**src/rtl/wb_pkg.sv**
```systemverilog
// Shared types and constants for the writeback arbiter.
package wb_pkg;

    typedef enum logic {
        ALU_PRI,
        LD_PRI
    } wb_state_t;

    localparam int unsigned WB_WORD_WIDTH    = 32;
    localparam int unsigned WB_ADDRESS_WIDTH = 5;

    typedef struct packed {
        logic [WB_ADDRESS_WIDTH-1:0] rd;
        logic [WB_WORD_WIDTH-1:0]    data;
    } wb_req_t;

    localparam logic [WB_ADDRESS_WIDTH-1:0] REG_ZERO = '0;

endpackage

```
**src/rtl/wb_fifo.sv**
```systemverilog
// Parameterised synchronous FIFO used as the load-result queue.
module wb_fifo #(
    parameter int WIDTH = 37,
    parameter int DEPTH = 2
) (
    input  logic                     clk,
    input  logic                     rst_n,
    input  logic                     push,
    input  logic [WIDTH-1:0]         push_data,
    input  logic                     pop,
    output logic [WIDTH-1:0]         pop_data,
    output logic                     full,
    output logic                     empty,
    output logic [$clog2(DEPTH):0]   count
);

    localparam int PW = $clog2(DEPTH);

    logic [WIDTH-1:0] mem [DEPTH];
    logic [PW-1:0]    wr_ptr;
    logic [PW-1:0]    rd_ptr;
    logic             do_push;
    logic             do_pop;

    assign full     = (count == (PW+1)'(DEPTH));
    assign empty    = (count == '0);
    assign do_push  = push && !full;
    assign do_pop   = pop && !empty;
    assign pop_data = mem[rd_ptr];

    // Power-of-two depth: pointers wrap naturally.
    always_ff @(posedge clk or negedge rst_n) begin
        if (!rst_n) begin
            wr_ptr <= '0;
            rd_ptr <= '0;
            count  <= '0;
        end else begin
            if (do_push) wr_ptr <= wr_ptr + PW'(1);
            if (do_pop)  rd_ptr <= rd_ptr + PW'(1);
            case ({do_push, do_pop})
                2'b10:   count <= count + (PW+1)'(1);
                2'b01:   count <= count - (PW+1)'(1);
                default: count <= count;
            endcase
        end
    end

    always_ff @(posedge clk) begin
        if (do_push) mem[wr_ptr] <= push_data;
    end

endmodule

```
**src/rtl/wb_arbiter.sv**
```systemverilog
// Writeback arbiter: merges ALU results and queued load returns into one
// registered register-file write per cycle. Optional counters: WB_PERF_EN.
module wb_arbiter
    import wb_pkg::*;
#(
    parameter int WORD_WIDTH    = 32,
    parameter int ADDRESS_WIDTH = 5,
    parameter int LQ_DEPTH      = 2
) (
    input  logic                        clk,
    input  logic                        rst_n,
    input  logic                        alu_valid,
    output logic                        alu_ready,
    input  logic [ADDRESS_WIDTH-1:0]    alu_rd,
    input  logic [WORD_WIDTH-1:0]       alu_data,
    input  logic                        ld_valid,
    output logic                        ld_ready,
    input  logic [ADDRESS_WIDTH-1:0]    ld_rd,
    input  logic [WORD_WIDTH-1:0]       ld_data,
    output logic                        WEN,
    output logic [ADDRESS_WIDTH-1:0]    WA3,
    output logic [WORD_WIDTH-1:0]       WD3,
    output logic [$clog2(LQ_DEPTH):0]   lq_count
`ifdef WB_PERF_EN
    ,
    output logic [31:0]                 wb_writes,
    output logic [31:0]                 alu_stalls
`endif
);

    localparam int CW = $clog2(LQ_DEPTH) + 1;
    localparam int EW = ADDRESS_WIDTH + WORD_WIDTH;

    wb_state_t state, next_state;

    logic                     lq_full;
    logic                     lq_empty;
    logic                     lq_push;
    logic                     lq_pop;
    logic [EW-1:0]            lq_head;
    logic                     use_alu;
    logic                     sel_valid;
    logic [ADDRESS_WIDTH-1:0] sel_rd;
    logic [WORD_WIDTH-1:0]    sel_data;
    logic [CW-1:0]            next_count;

    assign ld_ready = !lq_full;
    assign lq_push  = ld_valid && !lq_full;

    wb_fifo #(
        .WIDTH (EW),
        .DEPTH (LQ_DEPTH)
    ) u_lq (
        .clk       (clk),
        .rst_n     (rst_n),
        .push      (lq_push),
        .push_data ({ld_rd, ld_data}),
        .pop       (lq_pop),
        .pop_data  (lq_head),
        .full      (lq_full),
        .empty     (lq_empty),
        .count     (lq_count)
    );

    always_ff @(posedge clk or negedge rst_n) begin
        if (!rst_n) state <= ALU_PRI;
        else        state <= next_state;
    end

    // Transitions look at the post-edge occupancy so the switch takes
    // effect in the cycle right after the queue fills or empties.
    always_comb begin
        next_state = state;
        alu_ready  = 1'b0;
        use_alu    = 1'b0;
        lq_pop     = 1'b0;
        next_count = lq_count;
        case (state)
            ALU_PRI: begin
                alu_ready = 1'b1;
                if (alu_valid)      use_alu = 1'b1;
                else if (!lq_empty) lq_pop  = 1'b1;
            end
            LD_PRI: begin
                lq_pop = !lq_empty;
            end
            default: ;
        endcase
        next_count = lq_count + CW'(lq_push) - CW'(lq_pop);
        if (state == ALU_PRI && next_count == CW'(LQ_DEPTH)) next_state = LD_PRI;
        if (state == LD_PRI && next_count == '0)             next_state = ALU_PRI;
    end

    assign sel_valid = use_alu || lq_pop;
    assign sel_rd    = use_alu ? alu_rd   : lq_head[EW-1:WORD_WIDTH];
    assign sel_data  = use_alu ? alu_data : lq_head[WORD_WIDTH-1:0];

    always_ff @(posedge clk or negedge rst_n) begin
        if (!rst_n) begin
            WEN <= 1'b0;
            WA3 <= '0;
            WD3 <= '0;
        end else begin
            WEN <= sel_valid && (sel_rd != ADDRESS_WIDTH'(REG_ZERO));
            if (sel_valid) begin
                WA3 <= sel_rd;
                WD3 <= sel_data;
            end
        end
    end

`ifdef WB_PERF_EN
    always_ff @(posedge clk or negedge rst_n) begin
        if (!rst_n) begin
            wb_writes  <= '0;
            alu_stalls <= '0;
        end else begin
            if (WEN)                     wb_writes  <= wb_writes + 32'd1;
            if (alu_valid && !alu_ready) alu_stalls <= alu_stalls + 32'd1;
        end
    end
`endif

endmodule

```
**config.mk**
```make
export PLATFORM = sky130hd
export DESIGN_NAME = wb_arbiter
export DESIGN_NICKNAME = d
export VERILOG_FILES = /design/src/rtl/wb_pkg.sv /design/src/rtl/wb_fifo.sv /design/src/rtl/wb_arbiter.sv
export SDC_FILE = /design/constraint.sdc
export NUM_CORES = 1
export LEC_CHECK = 0
export BUFFER_PORTS_ARGS = -buffer_cell sky130_fd_sc_hd__buf_4
export CAP_MARGIN = 20
export CORE_AREA = 2 2 113 115
export DETAILED_ROUTE_END_ITERATION = 6
export DIE_AREA = 0 0 115 117
export GPL_TIMING_DRIVEN = 0
export PLACE_DENSITY = 0.68
export SLEW_MARGIN = 20
export SYNTH_ARGS = -nofsm -noshare
export SYNTH_HDL_FRONTEND = slang
export SYNTH_HIERARCHICAL = 1
export SYNTH_SLANG_ARGS = --single-unit
```
**constraint.sdc**
```tcl
create_clock -name clk -period 3.6 [get_ports clk]
set_input_delay 0.18 -clock clk [delete_from_list [all_inputs] [get_ports clk]]
set_output_delay 0.18 -clock clk [all_outputs]
set_load 0.02 [all_outputs]
```
Word level (Yosys, flattened, before mapping). Memory sizes are Yosys's and may differ from the RTL's. Cells that the tools add are included.

Register bits: 43. Latch bits: 0. Bits in writable memories: 74. Bits in read-only memories: 0. Input port bits: 78. Output and inout bits: 42. Word-level logic and storage cells: 46. Memories kept: 1.

Memory list: u_lq.mem (depth 2, bits a word 37, read ports 1, clocked after Yosys merged registers in 0, wr ports 1, line wb_fifo.sv:19) `logic [WIDTH-1:0] mem [DEPTH];`.

Add/sub/neg operators: 6. Multiply operators: 0. Divide/modulo/power cells: 0. Magnitude comparators: 0. Equal/unequal tests: 4. Shift operators: 0. Mux-type cells: 13. Bitwise operators: 1. Reductions and logical operators: 14.

Operators with widths (count): 32-bit 2-to-1 mux (1); 1-bit 2-to-1 mux (9); 2-bit equality test, second input constant (3); 1-bit logical AND (6); 5-bit 2-to-1 mux (1); 5-bit nonzero test (1); 2-bit logical NOT (2); 2-bit case mux with 2 select lines (1); 2-bit nonzero test (2); 1-bit adder, second input constant (2); 2-bit by 1-bit adder with 2-bit output (1); 2-bit by 1-bit adder with 2-bit output, second input constant (1); 2-bit by 1-bit equality test with 1-bit output, second input constant (1); 1-bit logical NOT (2); 1-bit case mux with 2 select lines (1); 2-bit by 1-bit subtractor with 2-bit output (1); 2-bit by 1-bit subtractor with 2-bit output, second input constant (1); 1-bit logical OR (1); 1-bit NOT (1).

Logic depth before layout (Yosys ltp).
Depth in word-level cells: 9. Mapped depth: 9. Mapped depth without buffers: 8.

By module. The synthesis kept the hierarchy.

Modules (own cells, without submodules): wb_fifo (times used 1, cells an instance 133, area an instance 2949.1 µm², seq. area each 2322.2 µm²); wb_arbiter (times used 1, cells an instance 182, area an instance 1889.3 µm², seq. area each 975.9 µm²).

Worst setup path after synthesis. OpenSTA, ideal clock, no wires.

Path kind: reg2reg. From: reg u_lq.count[0]. To: mem u_lq.mem[0][0] (enable). Setup time: 0.431 ns. Arrival: 2.729 ns. Required time: 3.169 ns. Path slack: 0.439 ns. Stages on the path, launching flop included: 6. Buffers on the path: 0. Period minus slack after synthesis: 3.161 ns. Cells stage by stage: dfrtp_1 > nand2b_1 > inv_1 > nor2b_1 > nand2_1 > nor2_1.

Longest elaborated chain between the ends: 6.

RTL lines: start, declared (line wb_fifo.sv:14) `output logic [$clog2(DEPTH):0] count`; start signal, assigned (line wb_fifo.sv:41) `2'b10: count <= count + (PW+1)'(1);`; start signal, assigned (line wb_fifo.sv:42) `2'b01: count <= count - (PW+1)'(1);`; start signal, assigned (line wb_fifo.sv:43) `default: count <= count;`; 2-bit equality test (line wb_fifo.sv:25) `assign full = (count == (PW+1)'(DEPTH));`; via lq_full (line wb_arbiter.sv:36) `logic lq_full;`; 1-bit logical NOT (line wb_arbiter.sv:48) `assign lq_push = ld_valid && !lq_full;`; 1-bit logical AND (line wb_arbiter.sv:48); via lq_push (line wb_arbiter.sv:38) `logic lq_push;`; 1-bit logical AND (line wb_fifo.sv:27) `assign do_push = push && !full;`; 1-bit 2-to-1 mux (line wb_fifo.sv:49) `if (do_push) mem[wr_ptr] <= push_data;`; 1-bit 2-to-1 mux (implied by the code) (line wb_fifo.sv:49); end, declared (line wb_fifo.sv:19).

The timed path passes the listed nets, and every way through them passes these cells.

Worst setup path in the final report.
From: reg u_lq.count[0]. To: mem u_lq.mem[0][29] (enable).

The elaborated chain is that of the path after synthesis.

==> metrics.csv <==
metric,value,unit
Initial Util,39.3,%
fin area,7320,um2
Die Area,13500,um2
CTS tree,built,
Crit Path Category,reg -> reg,
# diodes,0,
P_leak,3.04,nW
Clock Skews,0.00649,ns
Reg2Reg Depth,6,
Max Slew Vio Count,0,
GR Overflow Total,0,
dpl cell area,5980,um2
f_max,439,MHz
count of cell types in the netlist,27,
row cnt,41,
pwr dens,862,nW/um2
"flops & latches, synth",117,
WP data arrival,2.39,ns
drt total wl,11.4,mm
non-filler cells in the finished layout,692,
root buffer cell,clkbuf_16,
crit share post-route,63.3,%
Clock Sinks,117,
Die H,117,um
post-placement setup slack,1.32,ns
vias per cell,4.73,
clock tree buffer depth,2,
vias post-DR,3272,
Post-Syn Area,4840,um2
Setup Viol. Count Final,0,
Final ANT Viol Nets,0,
Final HPWL DP,7.36,mm
Final min period,2.28,ns
initial antenna violation count,0,
number of H-tree levels,4,
setup TNS,0,ns
"most common cell after layout, fill and taps aside",buf_4,
Syn Inst Count,315,
Post-route DRC,0,
"IR drop worst, VDD",0.000402,V
Inserted Clock Buffers,17,
largest net degree at the start of global routing,44,
num ports,120,
Pre-antenna DRT Iters,4,
worst hold endpoint,WA3[4]$_DFFE_PN0P_,
CP Launch Type,flop,
Synth top area share,45.9,%
status,finished clean,
unrepaired setup endpoints after global routing,no,
Mean Syn Cell Area,15.4,um2
most frequent cells in the layout,"buf_4 (123), dlygate4sd3_1 (74), edfxtp_1 (74)",
worst hold stages,3,
R2R Setup Slk,1.32,ns
Initial DRC Count,101,
post_cts resized,0,
Yosys top cell by area,edfxtp_1,
endpoint class of the critical path,flop,
total setup buffers inserted after CTS,0,
Crit path required time,3.71,ns
FF-to-FF End,u_lq/mem[0][29]$_DFFE_PP_,
die boundary width,115,um
first-pass GRT wire length,17.5,mm
Tot GR Track Use,17.9,%
Relative slew margins,59.7,%
Buffers on Ports,119,
Clock Latency Late Sink,0.41,ns
Syn Nets,395,
"top cells by area, synth","edfxtp_1 (46%), dfrtp_1 (22%), mux2i_1 (7.7%)",
Worst Hold Launch,alu_rd[4],
biggest fanout along the worst timing path,21,
YS warnings,6,
nets@finish,609,
Worst-Margin Slew,0.604,ns
gp weighted congestion,0.722,
layout cells sized above 1,38.7,%
Core Region,12300,um2
register area share after synthesis,68.2,%
Post-Place Cells,586,
reg2reg start,u_lq/count[0]$_DFFE_PN0P_,
count of final hold-check violations,0,
"Area growth, synth to finish",51.4,%
vias in the first global route,3456,
Max-cap violations,0,
"CTS clk-pin slew, worst paths",0.05,ns
Setup WS post-layout,1.32,ns
worst min path class,in -> reg,
wire per inst,16.4,um
[metrics by stage]
step	utilization [%]	hold slack [ns]	total power [mW]
detailed placement	48.6	0.239	4.61
floorplan	-	-0.116	3.73
global route	59.5	0.0289	6.67
CTS	59.5	0.00537	6.38
global placement	48.1	0.225	4.48
finish	59.5	0.0257	6.31
[kinds of logic after synthesis]
| logic type | share of synthesized area, % |
|---|---|
| flip-flops | 68.2 |
| AO/OA/AOI/OAI | 4.60 |
| AND/OR/NAND/NOR | 4.58 |
| XOR/XNOR | 1.27 |
| buffers and inverters | 3.05 |
| multiplexers | 17.8 |
| adder cells (fa/ha/maj) | 0.517 |
[state kept, by name, indices dropped and copies added, names as in the netlist]
signal / flops
u_lq/rd_ptr: 1
WEN: 1
u_lq/mem: 74
u_lq/count: 2
WA3: 5
u_lq/wr_ptr: 1
WD3: 32
state: 1
[layout make-up]
type	instances	area [um2]
plain buffers	18	133
repair buffers	195	1690
clock buffers	18	439
inverters	4	15.0
fillers	974	4990
multi-input cells	176	1400
well taps	150	188
clock inverters	14	160
flip-flops and latches	117	3300
[worst max-delay path by stage]
stage                     cells past startpoint  slack [ns]                   endpoint                 startpoint
after floorplan                               5        0.44   u_lq/mem[0][0]$_DFFE_PP_  u_lq/count[0]$_DFFE_PN0P_
after global placement                        5       -0.64   u_lq/mem[0][0]$_DFFE_PP_  u_lq/count[0]$_DFFE_PN0P_
after detailed placement                      6        1.32   u_lq/mem[0][3]$_DFFE_PP_  u_lq/count[0]$_DFFE_PN0P_
after CTS                                     6        1.31  u_lq/mem[0][29]$_DFFE_PP_  u_lq/count[0]$_DFFE_PN0P_
after global routing                          6        1.13  u_lq/mem[0][36]$_DFFE_PP_  u_lq/count[0]$_DFFE_PN0P_
final                                         6        1.32  u_lq/mem[0][29]$_DFFE_PP_  u_lq/count[0]$_DFFE_PN0P_
[synth_stat cells]
cell,count
a221oi_2,1
and3_1,1
buf_2,7
buf_4,4
buf_6,5
clkbuf_1,1
clkbuf_4,1
dfrtp_1,43
edfxtp_1,74
ha_1,2
inv_1,4
mux2_2,17
mux2_4,20
mux2i_1,37
nand2_1,38
nand2b_1,1
nor2_1,5
nor2_2,1
nor2b_1,2
nor2b_2,1
nor3_1,1
o21ai_1,38
o311a_1,1
o31ai_1,1
or4_1,2
xnor2_1,4
xor2_1,3
[critical path, cell delays in order, from the launching register on]
cell and delay [ns]:
dfrtp_1 0.46, nand2b_1 0.17, inv_1 0.06, nor2b_1 0.30, nand2_1 0.21, nor2_4 0.51
buf_16 0.24
[power breakdown]
group          switching, mW  internal, mW
Clock                  0.584          1.10
Sequential             0.212          1.93
Combinational           1.29          1.20
Total                   2.08          4.23
[per-layer routing]
metal,vias to the layer above,wire (um),GRT usage (%)
met5,-,0,0
met4,0,174,7.95
met3,16,585,5.05
met2,101,5840,31.3
met1,1576,4770,20.8
li1,1579,-,-
[what timing repair did]
action                                  4_1_cts  5_1_grt
endpoints found under the hold margin       154        0
endpoints found under the setup margin        0        0
hold buffers                                 74        0
(Power assumes the default switching activity.)
